**src/rtl/uart_cmd_arbiter.sv**
```systemverilog
`default_nettype none
// ============================================================================
// Module   : uart_cmd_arbiter
// Purpose  : Round-robin arbiter / sequencer sharing one UART command engine
//            among NUM_REQ requesters. One command in flight at a time; the
//            engine's ready/busy handshake is tracked to completion, then a
//            one-cycle response (completion or read data) is returned to the
//            granted requester. A cycle timeout guards against a hung engine.
// Ports    : clk, rst            - clock, synchronous active-high reset
//            req_vld/req_cmd     - per-requester valid and packed commands
//            req_rdy             - one-hot pulse, command accepted by engine
//            rsp_vld/data/err    - one-hot completion pulse with read data
//            busy, grant_id      - sequencer status
//            uart_cmd_*          - command handshake to the engine
//            uart_read_*         - read-data pulse from the engine
// Revision : 1.0 - initial release
// ============================================================================
module uart_cmd_arbiter #(
    parameter int NUM_REQ    = 4,
    parameter int CMD_WIDTH  = 16,
    parameter int READ_WIDTH = 8,
    parameter int TIMEOUT    = 50000,
    parameter int IDW        = 2
) (
    input  logic                         clk,
    input  logic                         rst,
    input  logic [NUM_REQ-1:0]           req_vld,
    input  logic [NUM_REQ*CMD_WIDTH-1:0] req_cmd,
    output logic [NUM_REQ-1:0]           req_rdy,
    output logic [NUM_REQ-1:0]           rsp_vld,
    output logic [READ_WIDTH-1:0]        rsp_data,
    output logic                         rsp_err,
    output logic                         busy,
    output logic [IDW-1:0]               grant_id,
    output logic [CMD_WIDTH-1:0]         uart_cmd_in,
    output logic                         uart_cmd_vld,
    input  logic                         uart_cmd_rdy,
    input  logic                         uart_read_rdy,
    input  logic [READ_WIDTH-1:0]        uart_read_data
);

    localparam int                 c_CNT_W    = (TIMEOUT > 2) ? $clog2(TIMEOUT) : 1;
    localparam logic [c_CNT_W-1:0] c_CNT_LAST = c_CNT_W'(TIMEOUT - 1);
    localparam logic [IDW-1:0]     c_LAST_RST = IDW'(NUM_REQ - 1);

    typedef enum logic [2:0] {
        S_IDLE      = 3'd0,
        S_ISSUE     = 3'd1,
        S_WAIT_BUSY = 3'd2,
        S_WAIT_DONE = 3'd3,
        S_RESP      = 3'd4
    } state_t;

    // ------------------------------------------------------------------------
    // Registers
    // ------------------------------------------------------------------------
    state_t                 r_state_q,    w_state_d;
    logic [IDW-1:0]         r_grant_q,    w_grant_d;
    logic [IDW-1:0]         r_last_q,     w_last_d;
    logic [CMD_WIDTH-1:0]   r_cmd_q,      w_cmd_d;
    logic [READ_WIDTH-1:0]  r_rd_q,       w_rd_d;
    logic                   r_got_q,      w_got_d;
    logic [c_CNT_W-1:0]     r_cnt_q,      w_cnt_d;
    logic                   r_cmd_vld_q,  w_cmd_vld_d;
    logic [CMD_WIDTH-1:0]   r_cmd_in_q,   w_cmd_in_d;
    logic [NUM_REQ-1:0]     r_rsp_vld_q,  w_rsp_vld_d;
    logic [READ_WIDTH-1:0]  r_rsp_data_q, w_rsp_data_d;
    logic                   r_rsp_err_q,  w_rsp_err_d;

    // ------------------------------------------------------------------------
    // Unpack the command bus so it can be indexed by a grant number
    // ------------------------------------------------------------------------
    logic [CMD_WIDTH-1:0] w_cmd_arr [NUM_REQ];

    for (genvar gi = 0; gi < NUM_REQ; gi++) begin : g_unpack
        assign w_cmd_arr[gi] = req_cmd[gi*CMD_WIDTH +: CMD_WIDTH];
    end

    // ------------------------------------------------------------------------
    // Round-robin pick: first set request searching last+1, last+2, ...
    // Scanning from the farthest distance down to 1 lets the nearest win.
    // ------------------------------------------------------------------------
    logic [IDW-1:0] w_pick;
    logic [IDW-1:0] w_idx;
    logic           w_any;

    always_comb begin
        w_pick = r_last_q;
        w_idx  = r_last_q;
        w_any  = 1'b0;
        for (int k = NUM_REQ; k >= 1; k--) begin
            w_idx = IDW'((int'(r_last_q) + k) % NUM_REQ);
            if (req_vld[w_idx]) begin
                w_pick = w_idx;
                w_any  = 1'b1;
            end
        end
    end

    // ------------------------------------------------------------------------
    // Next-state logic
    // ------------------------------------------------------------------------
    logic [NUM_REQ-1:0]    w_grant_oh;
    logic [c_CNT_W-1:0]    w_cnt_inc;
    logic                  w_timeout;
    logic                  w_go_resp;
    logic                  w_to_err;
    logic [READ_WIDTH-1:0] w_rd_now;
    logic                  w_got_now;

    assign w_grant_oh = NUM_REQ'(1) << r_grant_q;
    assign w_cnt_inc  = r_cnt_q + 1'b1;
    // The counter reaching TIMEOUT-1 lands RESP exactly TIMEOUT cycles
    // after the accepting cycle.
    assign w_timeout  = (w_cnt_inc == c_CNT_LAST);

    always_comb begin
        w_state_d    = r_state_q;
        w_grant_d    = r_grant_q;
        w_last_d     = r_last_q;
        w_cmd_d      = r_cmd_q;
        w_rd_d       = r_rd_q;
        w_got_d      = r_got_q;
        w_cnt_d      = r_cnt_q;
        w_cmd_vld_d  = 1'b0;
        w_cmd_in_d   = '0;
        w_rsp_vld_d  = '0;
        w_rsp_data_d = '0;
        w_rsp_err_d  = 1'b0;
        w_go_resp    = 1'b0;
        w_to_err     = 1'b0;
        w_rd_now     = r_rd_q;
        w_got_now    = r_got_q;
        req_rdy      = '0;

        case (r_state_q)
            S_IDLE: begin
                if (w_any) begin
                    w_grant_d   = w_pick;
                    w_cmd_d     = w_cmd_arr[w_pick];
                    w_cmd_vld_d = 1'b1;
                    w_cmd_in_d  = w_cmd_arr[w_pick];
                    w_state_d   = S_ISSUE;
                end
            end

            S_ISSUE: begin
                // uart_cmd_vld is high throughout ISSUE, so a ready engine
                // accepts regardless of a late withdrawal. req_rdy has to be
                // combinational on uart_cmd_rdy to pulse in the accept cycle.
                if (uart_cmd_rdy) begin
                    req_rdy   = w_grant_oh;
                    w_last_d  = r_grant_q;
                    w_cnt_d   = '0;
                    w_rd_d    = '0;
                    w_got_d   = 1'b0;
                    w_state_d = S_WAIT_BUSY;
                end else if (!req_vld[r_grant_q]) begin
                    w_state_d = S_IDLE;
                end else begin
                    w_cmd_vld_d = 1'b1;
                    w_cmd_in_d  = r_cmd_q;
                end
            end

            S_WAIT_BUSY: begin
                w_cnt_d = w_cnt_inc;
                if (w_timeout) begin
                    w_go_resp = 1'b1;
                    w_to_err  = 1'b1;
                end else if (!uart_cmd_rdy) begin
                    w_state_d = S_WAIT_DONE;
                end
            end

            S_WAIT_DONE: begin
                w_cnt_d = w_cnt_inc;
                // Data arriving in the completion cycle must still be
                // reflected in the response being built now.
                if (uart_read_rdy) begin
                    w_rd_now  = uart_read_data;
                    w_got_now = 1'b1;
                end
                w_rd_d  = w_rd_now;
                w_got_d = w_got_now;
                if (uart_cmd_rdy) begin
                    w_go_resp = 1'b1;          // completion beats timeout
                end else if (w_timeout) begin
                    w_go_resp = 1'b1;
                    w_to_err  = 1'b1;
                end
            end

            S_RESP: begin
                w_got_d   = 1'b0;
                w_state_d = S_IDLE;
            end

            default: begin
                w_state_d = S_IDLE;
            end
        endcase

        if (w_go_resp) begin
            w_state_d   = S_RESP;
            w_rsp_vld_d = w_grant_oh;
            if (r_cmd_q[CMD_WIDTH-1]) begin
                w_rsp_data_d = '0;
                w_rsp_err_d  = w_to_err;
            end else begin
                w_rsp_data_d = w_rd_now;
                w_rsp_err_d  = ~w_got_now | w_to_err;
            end
        end
    end

    // ------------------------------------------------------------------------
    // State registers
    // ------------------------------------------------------------------------
    always_ff @(posedge clk) begin
        if (rst) begin
            r_state_q    <= S_IDLE;
            r_grant_q    <= '0;
            r_last_q     <= c_LAST_RST;
            r_cmd_q      <= '0;
            r_rd_q       <= '0;
            r_got_q      <= 1'b0;
            r_cnt_q      <= '0;
            r_cmd_vld_q  <= 1'b0;
            r_cmd_in_q   <= '0;
            r_rsp_vld_q  <= '0;
            r_rsp_data_q <= '0;
            r_rsp_err_q  <= 1'b0;
        end else begin
            r_state_q    <= w_state_d;
            r_grant_q    <= w_grant_d;
            r_last_q     <= w_last_d;
            r_cmd_q      <= w_cmd_d;
            r_rd_q       <= w_rd_d;
            r_got_q      <= w_got_d;
            r_cnt_q      <= w_cnt_d;
            r_cmd_vld_q  <= w_cmd_vld_d;
            r_cmd_in_q   <= w_cmd_in_d;
            r_rsp_vld_q  <= w_rsp_vld_d;
            r_rsp_data_q <= w_rsp_data_d;
            r_rsp_err_q  <= w_rsp_err_d;
        end
    end

    // ------------------------------------------------------------------------
    // Outputs
    // ------------------------------------------------------------------------
    assign rsp_vld      = r_rsp_vld_q;
    assign rsp_data     = r_rsp_data_q;
    assign rsp_err      = r_rsp_err_q;
    assign busy         = (r_state_q != S_IDLE);
    assign grant_id     = r_grant_q;
    assign uart_cmd_in  = r_cmd_in_q;
    assign uart_cmd_vld = r_cmd_vld_q;

endmodule
`default_nettype wire

```
**config.mk**
```make
export PLATFORM = sky130hd
export DESIGN_NAME = uart_cmd_arbiter
export DESIGN_NICKNAME = d
export VERILOG_FILES = /design/src/rtl/uart_cmd_arbiter.sv
export SDC_FILE = /design/constraint.sdc
export NUM_CORES = 1
export LEC_CHECK = 0
export ABC_AREA = 1
export CAP_MARGIN = 20
export CORE_UTILIZATION = 30
export DETAILED_ROUTE_END_ITERATION = 6
export PLACE_DENSITY_LB_ADDON = 0.08
export SLEW_MARGIN = 20
export SYNTH_ARGS = -nofsm -noshare
export SYNTH_HDL_FRONTEND = slang
export SYNTH_SLANG_ARGS = --single-unit
```
**constraint.sdc**
```tcl
create_clock -name clk -period 3.3 [get_ports clk]
set_input_delay 0.66 -clock clk [delete_from_list [all_inputs] [get_ports clk]]
set_output_delay 0.66 -clock clk [all_outputs]
set_load 0.005 [all_outputs]
```
# Word level (Yosys, flattened, before mapping)
# Cells that the tools add are included.
# op_classes
magnitude_cmp	6
addsub	5
bitwise	5
eq_ne	15
n_shift	1
reduce_logical	16
muxes	54
# ops
op	n
$mux 16	6
$pmux 16 s2	2
$bmux 16 s2	1
$mux 8	3
$mux 1	19
$mux 3	6
$add 16x1->16 const B	1
$eq 16x16->1 const B	1
$pmux 8 s2	1
$lt 2x3->1 const B	5
$ne 3x3->1 const B	4
$pmux 3 s4	1
$bmux 1 s2	5
$ne 2x2->1 const B	5
$reduce_and 2->1	5
$reduce_and 5->1	2
$mux 2	4
$mux 4	2
$eq 3x2->1 const B	2
$pmux 1 s2	3
$reduce_bool 3->1	2
$reduce_or 2->1	3
$add 2x1->2 const B	2
$add 2x2->2 const B	2
12 further kinds	15
# word_totals
output_inout_bits	37
register_bits	78

# Logic depth before layout (Yosys ltp)
# Gate-level depths: netlist of run 1.
# depth
word_depth	13
ltp_mapped	19

# Worst setup path before layout of run 1
# OpenSTA, ideal clock, no wires.
# synth_path
path_type	input port to flip-flop
startpoint	in req_vld[1]
endpoint	reg r_cmd_in_q[10], in the netlist uart_cmd_in[10]
n_path_buf	2
arrival_ns	1.869
stages	15
path_slack_ns	1.323
cell_sequence	inv_1 -> o21ai_2 -> nand2_1 -> nand2_1 -> nand2_1 -> nand2_1 -> nand2_2 -> nand2_2 -> buf_6 -> buf_2 -> nand2_1 -> nand3_1 -> nand3_1 -> nand2_1 -> inv_1
# synth_via
elab_chain_len	12
word_cells_on_any_way	26
cone_classes	mux (25); bitwise (1)
# synth_rtl
item	line	rtl
from (decl)	27	input logic [NUM_REQ-1:0] req_vld,
$bmux 1 s2	93	if (req_vld[w_idx]) begin
$mux 1 (implied by the code)	93	
$mux 2 (4 in series)	93	
$not 2->3 (implied by the code)	142	w_cmd_in_d = w_cmd_arr[w_pick];
$bmux 16 s2	142	
$mux 16 (implied by the code) (2 in series)	142	
$mux 16	138	if (w_any) begin
$pmux 16 s2 (*)	136	case (r_state_q)
to (signal assigned)	243	r_cmd_in_q <= w_cmd_in_d;
to (decl)	65	logic [CMD_WIDTH-1:0] r_cmd_in_q, w_cmd_in_d;
# Every way passes the cells marked *; elsewhere a longest branch is shown, timed or not. The select of a mux whose other input is x is not followed.
# A chain may end at the register's enable or synchronous reset.

# Worst setup path in the final report of run 1
# layout_path
startpoint	in uart_cmd_rdy
endpoint	out req_rdy[3]
# layout_via
elab_chain_len	2
# layout_rtl
item	line	rtl
from (decl)	37	input logic uart_cmd_rdy,
$mux 4	151	if (uart_cmd_rdy) begin
$mux 4	136	
to (decl)	29	output logic [NUM_REQ-1:0] req_rdy,
# Every way passes these cells.

==> results.toml, run 1 <==
[outcome]
outcome = "finished, violations left"
violations = "DRC"

[job]
timing.max_cap.violations = 0

[logic_synthesis]
syn-cell-area_um2 = 4563
syn_nets = 810
synth_edf_count = 0
seq_area_frac_synth_pct = 34.22
synth_area_per_cell_um2 = 6.268
ys_async_sr_fraction_pct = 0
ys_seq_elements = 78
synth_cell_types = 36
ys.flop_type = "dfxtp_1"
synth_cells = 728
synth_warnings = 0

[clocking]
post_cts_buffers = 0
tritoncts = "done"
clk_pin_slew_ps = 60
clock_path_buffers = 2
cts_root_buf = "clkbuf_16"
cts_resized = 0
cts_sinks = 78
clock_latency_ps = 340
h-tree-depth = 3
ctsHoldBuffers = 0
cts-buffers-inserted = 9

[power_and_ir_drop]
ir_drop_mv = 0.2535
netSwitchingPower_mw = 1.556
swShare_pct = 37.44
pwr-share-clk_pct = 26.6
comb_power_share_pct = 42.2
p_int_mw = 2.600
power_leakage_nw = 2.840
p_per_area_nw_per_um2 = 673.2
seq_power_share_pct = 31.1

[floorplanning]
rows = 44
ios = 117
die_w_um = 125.3
fp.dieH_um = 125.3
start_util_pct = 31.04
core_area_um2 = 14700
dieArea_um2 = 15710

[global_routing]
grt_pass1_wl_mm = 20.58
grt_antenna_before_repair = 0
grt_max_degree = 30
grt_use_met3_pct = 5.263
gr-usage-met2_pct = 28.89
grt_pass1_vias = 4378
grtUsageTotal_pct = 16.53
overflow = 0
top_usage_layer = "met2"
met1_usage_pct = 18.80

[layout]
stdcell_area_um2 = 6173
nNetsFinal = 920
num-fill-cells = 1583
final_cell_mix = "233 x nand2_1, 139 x inv_1, 116 x clkdlybuf4s50_1, 78 x nand3_1, 78 x dfxtp_1"
syn_to_final_growth_pct = 35.29
antenna_cells = 0
drive_gt1_share_pct = 6.643
final_common_cell = "nand2_1"

[setup_path]
path_class = "in2out"
worstPathRequired_ps = 2640
slowest_stage = "clkdlybuf4s50_1"
start_kind = "input port"
end_kind = "output port"
cp.depth = 6
crit_chain = "clkdlybuf4s50_1 -> nand2_1 -> nor2_1 -> inv_1 -> nor2_1 -> clkdlybuf4s50_1"
crit_buf_inv = 3
path_max_fanout = 4
worstPathArrival_ps = 2350
reg2regPathDepth = 15
slowest_delay_ps = 520
critical-path-top-delay-family = "buffers and inverters"

[placement]
pre_cts_ws_ps = 289.9
place.gp.congestion = 0.8311
port_buffers = 116
hpwl_mm = 9.559
placed_area_um2 = 5839

[detailed_routing]
antenna_left = 0
drt-wirelength-per-cell_um = 12.04
vias_per_cell = 4.429
via_count = 4549
first_iter_violations = 183
route.detailed.drc = 2
totalWireLength_mm = 12.37
drtPass1Iterations = 6

[sta]
fin_crit_ps = 3005
rsz0062_at_grt = "false"
setup_viol = 0
slew_headroom_pct = 35.10
setup_slack_ps = 294.7
fin_setup_tns_ps = 0
finalHoldViolCount = 0
slew_viol_final = 0
finalCritPeriodShare_pct = 91.07
tightest_slew_ps = 969.9
final.setup_skew_ps = 3.884
fmax_mhz = 332.7

[min_path]
hp-class = "reg2reg"
min_path_cells = 2
power by group through the flow:
stage,Clock (mW),Sequential [mW],Combinational (mW)
finish,1.11,1.29,1.76
global placement,0,1.31,1.76
detailed placement,0,1.31,1.79
floorplan,0,1.27,1.26
CTS,1.15,1.30,1.79
global route,1.18,1.32,2.00
worst paths after layout:
| path | slack, ps | to | startpoint |
|---|---|---|---|
| worst max-delay path | 290 | req_rdy[3] | uart_cmd_rdy |
| worst min register to register | 470 | r_cmd_q[9] | r_cmd_q[9] |
| worst max register to register | 970 | uart_cmd_in[1] | r_last_q[0] |
| worst min-delay path | 470 | r_cmd_q[9] | r_cmd_q[9] |
cells in the mapped netlist (4+ instances only):
library cell / count / area, um^2
nand3_4: 7 / 122.6
nand3_1: 78 / 390.4
inv_2: 4 / 15.01
or2_1: 13 / 81.33
nand2_1: 233 / 874.6
a21oi_1: 30 / 150.1
clkbuf_1: 10 / 37.54
o21ai_0: 20 / 100.1
nor3_1: 6 / 30.03
inv_1: 139 / 521.8
dfxtp_1: 78 / 1562
buf_6: 6 / 67.56
nor2_1: 54 / 202.7
nand4_1: 8 / 50.05
nand2_2: 7 / 43.79
nand3_2: 5 / 50.05
tightest hold or removal path, cell delays in order (launching register included):
cell,delay (ps)
dfxtp_1,310
nand2_1,60
a21oi_1,50
final cells by class:
class / count / area [um^2] / share of cell area [%]
clock buffer: 11 / 252.7 / 4.094
clock inverter: 5 / 81.33 / 1.317
inverter: 144 / 543.0 / 8.796
multi-input combinational: 481 / 2271 / 36.79
sequential: 78 / 1562 / 25.29
tap: 184 / 230.2 / 3.729
timing repair buffer: 124 / 1234 / 19.98
kinds of logic after synthesis:
logic type | count (synthesis) | synth area share, %
AND/OR/NAND/NOR | 419 | 42.03
buffers and inverters | 169 | 16.01
flip-flops | 78 | 34.22
AO/OA/AOI/OAI | 58 | 6.800
XOR/XNOR | 2 | 0.3839
adder cells (fa/ha/maj) | 2 | 0.5483
per-layer routing:
layer  vias to the layer above  wire length, um  part of all wire (%)
met5                         -                0                     0
met4                         0              122                  0.99
met3                         6              700                   5.7
met2                        90             6146                    50
met1                      2021             5400                    44
li1                       2432                -                     -
metrics by stage:
stage	instances	util, %	hold slack, ps	power, mW
6_report	1027	42.00	466.2	4.156
5_1_grt	1027	42.00	482.1	4.502
4_1_cts	1027	42.00	466.5	4.237
3_5_place_dp	1011	39.73	456.7	3.100
3_3_place_gp	1011	39.73	451.8	3.068
2_1_floorplan	728	-	440.1	2.532
sequential cells by signal, indices dropped and copies added, names as in the netlist:
signal,flops
uart_cmd_in,16
r_last_q,2
rsp_err,1
grant_id,2
rsp_vld,4
r_state_q,3
uart_cmd_vld,1
r_rd_q,8
rsp_data,8
r_cnt_q,16
r_got_q,1
r_cmd_q,16
No activity file was read; power rests on OpenSTA's default activity.
==> run 2: changes to the inputs <==
--- a/config.mk
+++ b/config.mk
@@ -7,3 +7,2 @@
 export LEC_CHECK = 0
-export ABC_AREA = 1
 export CAP_MARGIN = 20
@@ -11,2 +10,3 @@
 export DETAILED_ROUTE_END_ITERATION = 6
+export MAX_ROUTING_LAYER = met4
 export PLACE_DENSITY_LB_ADDON = 0.08
==> constraint.sdc (replaced) <==
create_clock -name clk -period 3.3 [get_ports clk]
set_input_delay 0.495 -clock clk [delete_from_list [all_inputs] [get_ports clk]]
set_output_delay 0.495 -clock clk [all_outputs]
set_load 0.005 [all_outputs]
==> run 2 against run 1 <==
Against the previous run:
- the flow now finishes without violations
- via count decreased by 13%
- clock power decreased by 9%
- first-iteration DRC count increased by 11%
- die area decreased by 12%
- setup slack improved by 320 ps
- core utilization increased by 1.6 points
- critical path type is now reg2reg
==> results.toml, run 2 <==
[min_path]
min_path_cells = 2
hp-class = "reg2reg"
hp-start = "r_cmd_q[11]"
worstHoldEndpoint = "uart_cmd_in[11]"

[global_routing]
grtUsageTotal_pct = 18.18
overflow = 0
grt_antenna_before_repair = 0
grt_pass1_wl_mm = 19.65
grt_pass1_vias = 3897
grt_max_degree = 35

[power_and_ir_drop]
p_per_area_nw_per_um2 = 484.7
power_leakage_nw = 1.833
ir_drop_mv = 0.2323

[logic_synthesis]
synth_area_per_cell_um2 = 8.391
ys_seq_elements = 78
syn-cell-area_um2 = 4003
synth_cell_types = 53
synth_edf_count = 0
synth.top_cells.by_count = "78 x dfxtp_1, 64 x nand2_1, 37 x clkbuf_1"
yosysTopAreaCellShare_pct = 39.01
ys_async_sr_fraction_pct = 0
synth_cells = 477
synth_area_leader_cell = "dfxtp_1"
synth_most_common_cell = "dfxtp_1"
synth_warnings = 0
ys.flop_type = "dfxtp_1"
syn_nets = 559
ys_top_cells_by_area = "dfxtp_1 39%, a211oi_1 6.2%, o31ai_1 6.2%, nand2_1 6.0%, nand3b_1 3.6%"
seq_area_frac_synth_pct = 39.01

[detailed_routing]
via_count = 3949
totalWireLength_mm = 12.09
vias_per_cell = 5.265
route.detailed.drc = 0
antenna_left = 0
drtPass1Iterations = 4
drt-wirelength-per-cell_um = 16.13
first_iter_violations = 204

[clocking]
cts-buffers-inserted = 9
h-tree-depth = 3
cts_sinks = 78
cts_resized = 0
clock_path_buffers = 2
cts_root_buf = "clkbuf_16"
clk_pin_slew_ps = 60
tritoncts = "done"
clock_latency_ps = 340
ctsHoldBuffers = 0
post_cts_buffers = 0

[layout]
final_common_cell = "clkdlybuf4s50_1"
num-fill-cells = 1301
final_cell_mix = "115 x clkdlybuf4s50_1, 78 x dfxtp_1, 64 x nand2_1, 35 x nor2_1"
antenna_cells = 0
drive_gt1_share_pct = 9.170
syn_to_final_growth_pct = 39.64
nNetsFinal = 655

[sta]
fin_setup_tns_ps = 0
slew_viol_final = 0
setup_viol = 0
fin_crit_ps = 2685
tightest_slew_ps = 709.6
finalCritPeriodShare_pct = 81.37
fmax_mhz = 372.4
final.setup_skew_ps = 5.001
finalHoldViolCount = 0
rsz0062_at_grt = "false"
slew_headroom_pct = 52.69
holdWs_ps = 454.0

[floorplanning]
start_util_pct = 31.21
dieArea_um2 = 13810
fp.dieH_um = 117.5
rows = 41
die_w_um = 117.5
ios = 117
core_area_um2 = 12820

[placement]
hpwl_mm = 8.361
place.gp.congestion = 0.7957
port_buffers = 116

[setup_path]
r2r-end = "rsp_vld[0]"
path_max_fanout = 16
start_kind = "flip-flop"
reg2regPathDepth = 7
r2r_start = "r_cnt_q[0]"
worstPathRequired_ps = 3530
worstPathArrival_ps = 2920
end_kind = "flip-flop"
ff2ff_setup_slack_ps = 610
path_class = "reg2reg"
worstSetupStartpoint = "r_cnt_q[0]"

[job]
timing.max_cap.violations = 0

[outcome]
outcome = "finished, final reports clean"
run 2: final cells by class:
type                    instances  area, um^2  area share [%]
repair buffers                129        1254           22.43
well taps                     172       215.2           3.850
flip-flops and latches         78        1562           27.94
clock inverters                 3       42.54          0.7611
inverters                       3       11.26          0.2015
multi-input cells             352        2245           40.16
clock buffers                  13       260.3           4.656
run 2: worst max-delay path by stage:
stage / endpoint / slack (ps)
after floorplan: rsp_vld[0] / 890
after global placement: rsp_data[2] / 680
after detailed placement: rsp_data[3] / 650
after CTS: rsp_data[3] / 620
after global routing: rsp_data[3] / 400
final: rsp_vld[0] / 610
run 2: per-stage QoR:
stage	setup slack (ps)	power [mW]	cells	instance area, um^2	util [%]
after floorplan	887.7	1.428	477	4003	-
after global placement	680.6	1.716	734	5286	41.22
after detailed placement	647.3	1.725	734	5286	41.22
after CTS	616.1	2.743	750	5589	43.58
after global routing	395.4	2.848	750	5589	43.58
final	614.9	2.709	750	5589	43.58
run 2: power breakdown:
| group | switching (mW) | internal [mW] |
|---|---|---|
| clock | 0.386 | 0.626 |
| combinational | 0.314 | 0.296 |
| sequential | 0.0602 | 1.03 |
run 2: critical path, cell delays in order, from the launching register on:
cell and delay (ps):
dfxtp_1 440, ha_1 290, nand3_2 130, or3_1 330, a2111o_1 410, or4_1 400
buf_4 230, a2111oi_4 360
run 2: kinds of logic (layout without fill, tap and decap cells):
group	Yosys count	in the layout	share of synthesized area, %
XOR/XNOR	5	5	1.094
AO/OA/AOI/OAI	127	127	23.48
AND/OR/NAND/NOR	210	210	28.17
adder cells (fa/ha/maj)	2	2	0.6251
flip-flops	78	78	39.01
multiplexers	8	8	2.376
buffers and inverters	47	148	5.251
run 2: routing by layer:
layer  wire length, um  track usage [%]
met1              5404            22.35
met2              5566            29.18
met3               957            4.554
met4               165            5.769
met5                 0                -
==> run 3: changes to the inputs <==
Clock period 3.3 ns to 2.5 ns, I/O delays scaled along.
==> run 3 against run 2 <==
Against the previous run:
- clock skew increased by 0.93 ps
- worst hold slack worse by 100 ps
- fmax increased by 13%
- global-route usage is 0.58 points higher
- wire length is 1.8% higher
- first-iteration DRC count is 11% lower
- sequential power is 30% higher
- via count grew 1.6%
==> results.toml, run 3 (synthesis gave the netlist of run 2 again) <==
[setup_path]
crit_buf_inv = 1
end_kind = "flip-flop"
slowest_delay_ps = 420
reg2regPathDepth = 7
ff2ff_setup_slack_ps = 120
critical-path-top-delay-family = "simple AND/OR/NAND/NOR gates"
start_kind = "flip-flop"
path_class = "reg2reg"
worstPathArrival_ps = 2630
worstPathRequired_ps = 2750
slowest_stage = "or4_1"
r2r_start = "r_cnt_q[1]"
path_max_fanout = 16
r2r-end = "rsp_vld[0]"
crit_chain = "ha_4 -> nand3_2 -> or3_1 -> a2111o_1 -> or4_1 -> buf_6 -> a2111oi_4"

[floorplanning]
rows = 41
fp.dieH_um = 117.5
dieArea_um2 = 13810
die_w_um = 117.5
core_area_um2 = 12820
ios = 117
start_util_pct = 31.21

[detailed_routing]
first_iter_violations = 181
vias_per_cell = 5.232
drtPass1Iterations = 6
via_count = 4013
drt-wirelength-per-cell_um = 16.05
route.detailed.drc = 0
antenna_left = 0
totalWireLength_mm = 12.31

[placement]
place.gp.congestion = 0.7928
hpwl_mm = 8.518
port_buffers = 116

[clocking]
h-tree-depth = 3
cts-buffers-inserted = 9
tritoncts = "done"
clock_latency_ps = 340
cts_resized = 0
cts_sinks = 78
clock_path_buffers = 2
cts_root_buf = "clkbuf_16"
post_cts_buffers = 0
clk_pin_slew_ps = 60
ctsHoldBuffers = 0

[layout]
nNetsFinal = 672
final_common_cell = "clkdlybuf4s50_1"
num-fill-cells = 1298
antenna_cells = 0
syn_to_final_growth_pct = 44.55
fin_util_pct = 45.11
drive_gt1_share_pct = 12.44
final_cell_mix = "115 x clkdlybuf4s50_1, 77 x dfxtp_1, 64 x nand2_1, 35 x nor2_1"

[sta]
tightest_slew_ps = 705.9
final.setup_skew_ps = 5.936
fin_crit_ps = 2384
setup_viol = 0
finalCritPeriodShare_pct = 95.34
finalHoldViolCount = 0
slew_headroom_pct = 52.94
fmax_mhz = 419.5
fin_setup_tns_ps = 0
slew_viol_final = 0
rsz0062_at_grt = "false"

[outcome]
outcome = "finished, final reports clean"

[power_and_ir_drop]
p_per_area_nw_per_um2 = 633.2
ir_drop_mv = 0.3330
power_leakage_nw = 1.930

[job]
timing.max_cap.violations = 0

[global_routing]
grt_max_degree = 47
grtUsageTotal_pct = 18.76
overflow = 0
grt_pass1_vias = 3968
grt_antenna_before_repair = 0
grt_pass1_wl_mm = 20.10

[min_path]
min_path_cells = 2
worstHoldEndpoint = "grant_id[0]"
hp-start = "rst"
hp-class = "in2reg"
==> run 3: changes by cell type in the layout (fill, tap and decap cells not counted) <==
cell / previous run / this run
buf_12: 0 / 3
buf_6: 0 / 1
dfxtp_2: 0 / 1
inv_6: 0 / 1
clkinvlp_4: 1 / 2
clkinv_2: 1 / 0
ha_1: 2 / 1
a221oi_2: 0 / 1
ha_4: 0 / 1
buf_4: 13 / 26
a221oi_1: 5 / 4
dfxtp_1: 78 / 77
clkbuf_1: 2 / 1
==> run 3: how the worst max path moves through the flow <==
stage	from	end	slack, ps	cells after the start
after floorplan	r_cnt_q[0]	rsp_vld[0]	90	7
after global placement	req_vld[0]	uart_cmd_in[4]	60	7
after detailed placement	r_cnt_q[0]	rsp_vld[0]	40	7
after CTS	r_cnt_q[0]	rsp_vld[0]	10	7
after global routing	r_cnt_q[1]	rsp_vld[0]	6	7
final	r_cnt_q[1]	rsp_vld[0]	120	7
==> run 3: routing by layer <==
layer	up-vias	wire length (um)	GRT usage, %
met5	-	0	-
met4	0	127	4.567
met3	11	898	6.202
met2	122	5678	30.25
met1	1882	5603	22.54
li1	1998	-	-
==> run 3: where the power goes <==
| part | switching (mW) | total, mW | internal, mW |
|---|---|---|---|
| logic | 0.438 | 0.873 | 0.434 |
| registers | 0.0681 | 1.42 | 1.36 |
| clock network | 0.535 | 1.37 | 0.832 |
| total | 1.04 | 3.66 | 2.62 |
==> run 3: final cells by class <==
type	instances	area, um^2	area share (%)
flip-flops and latches	78	1563	27.01
repair buffers	146	1423	24.59
multi-input cells	352	2263	39.12
clock buffers	12	256.5	4.433
inverters	3	11.26	0.1946
well taps	172	215.2	3.720
clock inverters	4	53.80	0.9299
==> run 3: metrics by stage <==
step	setup slack, ps	cell area, um^2	std cells	hold WS [ps]	power (mW)
2_1_floorplan	87.74	4003	477	425.5	1.885
3_3_place_gp	56.69	5451	751	437.1	2.314
3_5_place_dp	36.26	5451	751	443.6	2.328
4_1_cts	14.68	5762	767	350.4	3.700
5_1_grt	6.307	5786	767	383.0	3.845
6_report	116.4	5786	767	353.3	3.664
==> run 3: worst register-to-register path: stages, from the launching register on <==
cell       delay [ps]
dfxtp_1           360
ha_4              170
nand3_2            80
or3_1             320
a2111o_1          410
or4_1             420
buf_6             190
a2111oi_4         340
